--- src/rtl/piso_pkg.sv ---
// Shared definitions for the serial link transmit/receive blocks.
// State encoding, default word width and counter-width helper.
package piso_pkg;

  typedef enum logic {
    IDLE  = 1'b0,
    SHIFT = 1'b1
  } state_t;

  localparam int PISO_WIDTH = 8;

  function automatic int cnt_w(input int w);
    return (w < 2) ? 1 : $clog2(w);
  endfunction

  localparam int PISO_CNT_W = cnt_w(PISO_WIDTH);

endpackage

--- src/rtl/piso_tx.sv ---
// Parallel-in/serial-out transmitter, LSB first, with one-word holding buffer.
// Ports: clk, rst_n, Valid_i/In_Data/Ready_o in, Out_Data/Valid_o/Last_o out.
module piso_tx
  import piso_pkg::*;
#(
  parameter int WIDTH = PISO_WIDTH
) (
  input  logic             clk,
  input  logic             rst_n,
  input  logic             Valid_i,
  input  logic [WIDTH-1:0] In_Data,
  output logic             Ready_o,
  output logic             Out_Data,
  output logic             Valid_o,
  output logic             Last_o
);

  localparam int CW = cnt_w(WIDTH);
  localparam logic [CW-1:0] LAST_CNT = CW'(WIDTH - 1);

  state_t           r_state, w_state;
  logic [WIDTH-1:0] r_sh, w_sh;
  logic [CW-1:0]    r_cnt, w_cnt;
  logic [WIDTH-1:0] r_hold, w_hold;
  logic             r_hold_full, w_hold_full;
  logic             r_out, w_out;
  logic             r_vld, w_vld;
  logic             r_last, w_last;

  logic             w_eow;
  logic             w_load;
  logic             w_direct;
  logic [WIDTH-1:0] w_src;
  logic [CW-1:0]    w_cnt_inc;

  assign w_eow     = (r_state == IDLE) || (r_cnt == LAST_CNT);
  assign w_cnt_inc = r_cnt + 1'b1;

  always_comb begin
    w_state     = r_state;
    w_sh        = r_sh;
    w_cnt       = r_cnt;
    w_hold      = r_hold;
    w_hold_full = r_hold_full;
    w_out       = r_out;
    w_vld       = r_vld;
    w_last      = r_last;
    w_load      = 1'b0;
    w_direct    = 1'b0;
    w_src       = r_hold;

    if (w_eow) begin
      unique case (1'b1)
        r_hold_full: begin
          w_load      = 1'b1;
          w_src       = r_hold;
          w_hold_full = 1'b0;
        end
        (!r_hold_full && Valid_i): begin
          w_load   = 1'b1;
          w_direct = 1'b1;
          w_src    = In_Data;
        end
        default: begin
          w_state = IDLE;
          w_vld   = 1'b0;
          w_last  = 1'b0;
          w_out   = 1'b0;
        end
      endcase
    end else begin
      w_out  = r_sh[0];
      w_sh   = r_sh >> 1;
      w_cnt  = w_cnt_inc;
      w_last = (w_cnt_inc == LAST_CNT);
    end

    if (w_load) begin
      w_out   = w_src[0];
      w_sh    = w_src >> 1;
      w_cnt   = '0;
      w_vld   = 1'b1;
      w_last  = 1'b0;
      w_state = SHIFT;
    end

    // accept only when hold is empty; a direct load bypasses hold
    if (Valid_i && !r_hold_full && !w_direct) begin
      w_hold      = In_Data;
      w_hold_full = 1'b1;
    end
  end

  always_ff @(posedge clk or negedge rst_n) begin
    if (!rst_n) begin
      r_state     <= IDLE;
      r_sh        <= '0;
      r_cnt       <= '0;
      r_hold      <= '0;
      r_hold_full <= 1'b0;
      r_out       <= 1'b0;
      r_vld       <= 1'b0;
      r_last      <= 1'b0;
    end else begin
      r_state     <= w_state;
      r_sh        <= w_sh;
      r_cnt       <= w_cnt;
      r_hold      <= w_hold;
      r_hold_full <= w_hold_full;
      r_out       <= w_out;
      r_vld       <= w_vld;
      r_last      <= w_last;
    end
  end

  assign Ready_o  = !r_hold_full;
  assign Out_Data = r_out;
  assign Valid_o  = r_vld;
  assign Last_o   = r_last;

endmodule
--- config.mk ---
export PLATFORM = sky130hd
export DESIGN_NAME = piso_tx
export DESIGN_NICKNAME = d
export VERILOG_FILES = /design/src/rtl/piso_pkg.sv /design/src/rtl/piso_tx.sv
export SDC_FILE = /design/constraint.sdc
export NUM_CORES = 1
export LEC_CHECK = 0
export CAP_MARGIN = 20
export CORE_ASPECT_RATIO = 1.5
export CORE_MARGIN = 2
export CORE_UTILIZATION = 45
export DETAILED_ROUTE_END_ITERATION = 8
export PLACE_DENSITY = 0.71
export SYNTH_ARGS = -nofsm -noshare
export SYNTH_HDL_FRONTEND = slang
export SYNTH_SLANG_ARGS = --single-unit
--- constraint.sdc ---
create_clock -name clk -period 1.7 [get_ports clk]
set_input_delay 0.17 -clock clk [delete_from_list [all_inputs] [get_ports clk]]
set_output_delay 0.17 -clock clk [all_outputs]
set_load 0.01 [all_outputs]
# --- Yosys cells after proc, flatten, opt, wreduce, memory -nomap -nowiden ---
# Cells that the tools add are included.
totals:
  ff_bits: 23
  input_bits: 11
  out_inout_bits: 4
  wordCells: 42
classes:
  add_sub_neg: 1
  eq_ne: 5
  mux: 19
  bitwise: 1
  reduce_logical: 9
ops:
  columns: ["op", "n"]
  rows:
  - ["8-bit two-way mux", 4]
  - ["1-bit two-way mux", 13]
  - ["3-bit equality test, second input constant", 2]
  - ["3-bit two-way mux", 2]
  - ["2-bit by 1-bit != test with 1-bit output, second input constant", 2]
  - ["2-bit nonzero test", 2]
  - ["3-bit by 1-bit adder with 3-bit output, second input constant", 1]
  - ["3-bit by 2-bit != test with 1-bit output, second input constant", 1]
  - ["1-bit logical AND", 2]
  - ["1-bit zero test", 2]
  - ["2-bit AND reduction", 1]
  - ["2-bit OR reduction", 1]
  - ["1-bit logical OR", 1]
  - ["1-bit inverter", 1]

# --- Logic depth before layout (Yosys ltp) ---
# Gate-level depths: netlist of run 1.
depth:
  word_depth: 7
  depth_mapped: 6
  ltp_nobuf: 5

# --- Worst setup path before layout of run 1 ---
# Ideal clock, no wire load.
synth_timing:
  path_kind: "reg2reg"
  startpoint: "register r_cnt[0]"
  endpoint: "register r_hold[0]"
  setup_ps: 125
  arrival_ps: 1529
  required_ps: 1575
  setup_slack_ps: 46
  path_stages_with_launch: 7
  path_buffers: 1
  synth_period_minus_slack_ps: 1654
  path_cell_list: "dfrtp_1 -> ha_1 -> ha_1 -> nor2b_1 -> and2_4 -> buf_8 -> mux2_4"
synth_via:
  elab_chain_cells: 5
synth_lines:
  columns: ["element", "line_no", "source"]
  rows:
  - ["from (decl)", "piso_tx.sv:23", "logic [CW-1:0] r_cnt, w_cnt;"]
  - ["from (signal assigned)", "piso_tx.sv:107", "r_cnt <= w_cnt;"]
  - ["3-bit equality test", "piso_tx.sv:36", "assign w_eow = (r_state == IDLE) || (r_cnt == LAST_CNT);"]
  - ["1-bit logical OR", "piso_tx.sv:36", null]
  - ["1-bit two-way mux", "piso_tx.sv:52", "if (w_eow) begin"]
  - ["1-bit zero test", "piso_tx.sv:88", "if (Valid_i && !r_hold_full && !w_direct) begin"]
  - ["1-bit logical AND", "piso_tx.sv:88", null]
  - ["to (signal assigned)", "piso_tx.sv:108", "r_hold <= w_hold;"]
  - ["to (decl)", "piso_tx.sv:24", "logic [WIDTH-1:0] r_hold, w_hold;"]
# Every way passes these cells.
# A chain may end at the register's enable or synchronous reset.

# --- Worst setup path in the final report of run 1 ---
layout_timing:
  startpoint: "register r_cnt[0]"
  endpoint: "register r_hold[2]"
# The elaborated chain is that of the path after synthesis.

==> results.json, run 1 <==
{
  "status": "completed",
  "cts_hold_buf": 0,
  "powerDensity_mw_per_mm2": 1500,
  "synth.net_count": 92,
  "finalPower_mw": 1.89,
  "worstSetupStartpoint": "r_cnt[0]",
  "hold_viol": 0,
  "synth_area_leader_cell": "dfrtp_1",
  "critPathBufInv": 0,
  "drc": 0,
  "io_buffers": 14,
  "grt_max_degree": 23,
  "yosysUniqueCellTypes": 22,
  "ir_drop_mv": 0.680,
  "grt_overflow": 0,
  "dieArea_mm2": 0.00263,
  "coreArea_mm2": 0.00218,
  "critPathLaunchType": "flip-flop",
  "antenna_found_initial": 0,
  "ant_nets": 0,
  "vias_per_cell": 5.42,
  "report.final.slew_viol_count": 0,
  "antenna_cells": 0,
  "die_h_um": 61.9,
  "max_freq_mhz": 619,
  "rows": 21,
  "clock_skew_ps": 2.67,
  "place_ws_ps": -18.9,
  "criticalPathCategory": "flip-flop to flip-flop",
  "grt_pass1_vias": 718,
  "insertion_delay_ps": 300,
  "reg2reg_to": "r_hold[2]",
  "grt_pass1_wl_um": 3190,
  "postSynthAreaPerCell_um2": 12.9,
  "routedWlPerCell_um": 15.1,
  "ios": 15,
  "synth_xor_area_share_pct": 0,
  "reg2reg_slack_ps": 90,
  "ys_top_cells_by_area": "dfrtp_1 55%, mux2_4 12%, a221oi_1 6.1%",
  "hold_slack_ps": 191,
  "fin_ws_ps": 85.0,
  "synth-compound-area-share_pct": 14.1,
  "start_util_pct": 46.1,
  "drt_iter0_markers": 11,
  "leakage_nw": 0.571,
  "setup_viol": 0,
  "place_hpwl_um": 1410,
  "worstPathRequired_ps": 1900,
  "die_x_um": 42.6,
  "synthAdderAreaFrac_pct": 3.74,
  "timing.rr.start": "r_cnt[0]",
  "hold_class": "input port to asynchronous set/reset pin",
  "maxCapViolCount": 0,
  "min_period_over_period_pct": 95.0,
  "clock_path_buffers": 2,
  "syn2layout_area_growth_pct": 25.9,
  "synth_warnings": 0,
  "dr.pass1.iters": 4,
  "crit_family": "adder cells",
  "cts_made_buffers": 3,
  "syn_area_mm2": 0.00100,
  "synth_top_family_by_area": "compound AO/OA/AOI/OAI gates",
  "globalplace.congestion": 0.719,
  "relSlewSlack_pct": 73.0,
  "cp.depth": 5,
  "post-route-min-period_ps": 1610,
  "cpMaxStageDelayCell": "dfrtp_1",
  "synth_seq_cells": 22,
  "layout-drive-gt1-share_pct": 28.2,
  "cts.sinks": 22,
  "worst_setup_path_end_kind": "flip-flop",
  "rsz0062_at_grt": "false",
  "worstSetupEndpoint": "r_hold[2]",
  "path_cells": "ha_1 -> ha_2 -> nor2b_4 -> and2_4 -> mux2_4",
  "nets": 119,
  "tns_ps": 0,
  "cts_tree": "done",
  "synth_top_area_share_pct": 54.8,
  "syn_inst": 78,
  "worst_pin_slew_ps": 405,
  "ys_seq_area_share_pct": 54.8,
  "synthMuxAreaShare_pct": 13.1,
  "num_vias": 683,
  "cts.htree.levels": 1,
  "clk_pin_slew_ps": 110,
  "rr_worst_depth": 5,
  "worstPathArrival_ps": 1820,
  "path_max_fanout": 8,
  "synthSimpleGateAreaFrac_pct": 9.34,
  "drt-total-wl_um": 1910,
  "critPathMaxStageDelay_ps": 400,
  "track_usage_pct": 16.7,
  "cts-root-buf": "clkbuf_4"
}
[power breakdown]
group	total [mW]	internal [mW]	switching (mW)
clock network	0.229	0.0828	0.146
registers	0.885	0.753	0.132
logic	0.781	0.465	0.315
total	1.89	1.30	0.594
[cell usage after synthesis]
cell type,count
dfrtp_1,22
nor2_1,10
mux2_4,8
a221oi_1,7
o2bb2ai_1,7
ha_1,3
inv_1,3
clkbuf_1,2
nand2_1,2
nor2b_1,2
a21oi_1,1
a22o_1,1
and2_4,1
and3_1,1
buf_2,1
buf_6,1
buf_8,1
mux2_2,1
nand2b_1,1
nand3_1,1
nor3_2,1
o21ai_0,1
[sequential cells by signal, indices dropped and copies added, names as in the netlist]
signal       count
Out_Data         1
Last_o           1
r_sh             7
Valid_o          1
r_hold_full      1
r_hold           8
r_cnt            3
[stage by stage]
stage / instances / area [um2] / utilization, %
floorplan: 78 / 1000 / -
detailed placement: 121 / 1220 / 55.8
finish: 126 / 1260 / 58.0
global placement: 121 / 1220 / 55.8
CTS: 124 / 1240 / 57.0
global route: 126 / 1260 / 58.0
[worst register-to-register path, delay by kind of cell (launching register included)]
kind | cells | cell delay, ps
mux | 1 | 320
simple gates | 2 | 390
flops | 1 | 400
fa+ha+maj | 2 | 410
[what timing repair did]
action,4_1_cts,5_1_grt
resized for setup,1,2
pin swaps,1,0
endpoints found under the setup margin,8,9
cloned,0,0
buffers inserted,0,2
[cell type report]
| cell class | instances | area (um2) |
|---|---|---|
| Timing Repair Buffer | 27 | 238 |
| Clock buffer | 3 | 22.5 |
| Multi-Input combinational cell | 48 | 414 |
| Sequential cell | 22 | 551 |
| Fill cell | 189 | 916 |
| Inverter | 3 | 11.3 |
| Tap cell | 23 | 28.8 |
[routing by layer]
metal	part of all wire, %	track usage (%)
met1	40	20.2
met2	54	28.1
met3	3.4	3.18
met4	2.4	9.38
met5	0	0
[placed cells by master (no fill, tap or decap)]
cell,instances
dfrtp_1,22
clkdlybuf4s50_1,14
buf_4,13
nor2_1,10
mux2_4,8
a221oi_1,7
o2bb2ai_1,7
inv_1,3
clkbuf_4,3
nand2_1,2
ha_1,2
nor2b_4,1
and3_1,1
nand2b_1,1
nor2b_1,1
and2_4,1
nor3_2,1
nand3_1,1
o21ai_0,1
mux2_2,1
a21oi_1,1
a22o_1,1
ha_2,1
[how the worst min path moves through the flow]
stage | start | to | slack [ps] | cells after the start
floorplan | rst_n | Last_o | -130 | 0
global placement | r_sh[5] | r_sh[5] | 480 | 1
detailed placement | r_sh[1] | r_sh[1] | 480 | 1
CTS | rst_n | r_hold[5] | 190 | 2
global route | rst_n | r_hold[7] | 220 | 2
finish | rst_n | r_hold[7] | 190 | 2
[cells by family after synthesis]
| logic type | after synthesis |
|---|---|
| AOI/OAI and AO/OA | 17 |
| adders and majority gates | 3 |
| buffers and inverters | 8 |
| DFF | 22 |
| muxes | 9 |
| and+or+nand+nor | 19 |
(Power assumes the default switching activity.)
==> run 2, diff against run 1 <==
Settings changed: CORE_MARGIN 2 to 1.
==> run 2 against run 1 <==
  * Clock-buffer cell count rose by 1
  * Clock skew rose by 1.6 ps
  * Design area fell by 0.79%
  * Sequential share of layout area rose by 0.35 points
  * Combinational power fell by 4.6%
  * Total power rose by 0.70%
  * Fmax fell by 3.3%
  * Largest power group unchanged
==> results.json, run 2 (synthesis results as in run 1) <==
{
  "status": "completed",
  "grt_overflow": 0,
  "design_area_mm2": 0.00125,
  "die_h_um": 59.9,
  "routedWlPerCell_um": 14.5,
  "num_vias": 653,
  "worst_setup_path_end_kind": "flip-flop",
  "path_max_fanout": 8,
  "reg2reg_slack_ps": 30,
  "postPlaceCellArea_mm2": 0.00121,
  "cp.depth": 5,
  "rr_worst_depth": 5,
  "max_freq_mhz": 599,
  "largest_register": "r_hold",
  "cts_tree": "done",
  "cts.htree.levels": 1,
  "critPathMaxStageDelay_ps": 400,
  "worstSetupStartpoint": "r_cnt[0]",
  "layout_commonest_cell": "dfrtp_1",
  "cpMostUsedCell": "ha_1",
  "worst_pin_slew_ps": 400,
  "vias_per_cell": 5.27,
  "fin_ws_ps": 30.3,
  "place_ws_ps": -17.6,
  "post-route-min-period_ps": 1670,
  "rows": 20,
  "setup_viol": 0,
  "clock_path_buffers": 2,
  "layout_common_cells": "22 x dfrtp_1, 14 x clkdlybuf4s50_1, 11 x buf_4, 10 x nor2_1, 8 x mux2_4",
  "cts_made_buffers": 3,
  "place_hpwl_um": 1330,
  "finalPower_mw": 1.91,
  "hold_viol": 0,
  "postLayoutCoreUtil_pct": 60.4,
  "report.final.slew_viol_count": 0,
  "critPathBufInv": 0,
  "clock_skew_ps": 4.32,
  "ios": 15,
  "grt_pass1_wl_um": 2970,
  "grt_pass1_vias": 710,
  "powerDensity_mw_per_mm2": 1520,
  "dieArea_mm2": 0.00243,
  "insertion_delay_ps": 300,
  "dr.pass1.iters": 4,
  "drt_iter0_markers": 15,
  "cpMaxStageDelayCell": "dfrtp_1",
  "reg_top3": "r_hold: 8 flops, r_sh: 7 flops, r_cnt: 3 flops",
  "layout-drive-gt1-share_pct": 26.5,
  "worstSetupEndpoint": "r_hold[7]",
  "drc": 0,
  "largest_register_ffs": 8,
  "worstPathArrival_ps": 1870,
  "cts.sinks": 22,
  "ant_nets": 0,
  "maxCapViolCount": 0,
  "die_x_um": 40.6,
  "io_buffers": 14,
  "clk_pin_slew_ps": 120,
  "crit_family": "simple AND/OR/NAND/NOR gates",
  "reg2reg_to": "r_hold[7]",
  "relSlewSlack_pct": 73.3,
  "cts-root-buf": "clkbuf_4",
  "track_usage_pct": 18.1,
  "hold_class": "input port to asynchronous set/reset pin",
  "syn2layout_area_growth_pct": 24.9,
  "grt_max_degree": 23,
  "coreArea_mm2": 0.00208,
  "timing.rr.start": "r_cnt[0]",
  "start_util_pct": 48.4,
  "min_period_over_period_pct": 98.2,
  "critPathLaunchType": "flip-flop",
  "leakage_nw": 0.561,
  "path_cells": "ha_1 -> ha_1 -> nor2b_2 -> and2_4 -> mux2_4",
  "worstPathRequired_ps": 1900,
  "ir_drop_mv": 0.677,
  "antenna_found_initial": 0,
  "antenna_cells": 0,
  "criticalPathCategory": "flip-flop to flip-flop",
  "globalplace.congestion": 0.696,
  "hold_slack_ps": 204,
  "nets": 117,
  "drt-total-wl_um": 1800
}
-- run 2: cell type report --
cell class	instances	area, um2
Clock buffer	4	36.3
Fill cell	166	822
Inverter	3	11.3
Multi-Input combinational cell	48	407
Sequential cell	22	551
Tap cell	22	27.5
Timing Repair Buffer	25	223
-- run 2: through the flow --
| stage | setup TNS [ps] | std cells |
|---|---|---|
| 2_1_floorplan | 0 | 78 |
| 3_3_place_gp | 0 | 119 |
| 3_5_place_dp | -74.1 | 119 |
| 4_1_cts | 0 | 123 |
| 5_1_grt | -268 | 124 |
| 6_report | 0 | 124 |
-- run 2: what timing repair did --
item                                    in CTS  in global routing
pin swaps                                    1                  0
gates resized for setup                      1                  0
hold buffers                                 0                  0
setup buffers                                0                  1
endpoints found under the setup margin       9                  7
-- run 2: per-layer routing --
layer  wire [um]  vias to the layer above  global-route usage [%]
met4          19                        0                    10.0
li1            -                      331                       -
met2         910                       12                    29.5
met5           0                        -                       0
met1         807                      308                    22.0
met3          58                        2                    2.23
-- run 2: how the worst min path moves through the flow --
stage	endpoint	slack [ps]	cells past startpoint
after floorplan	Last_o	-130	0
after global placement	r_sh[2]	480	1
after detailed placement	r_sh[4]	480	1
after CTS	r_hold[1]	200	2
after global routing	r_sh[6]	230	2
final	Valid_o	200	2
-- run 2: power by group --
group,internal [mW],switching [mW]
Clock,0.131,0.151
Combinational,0.441,0.304
Sequential,0.753,0.129
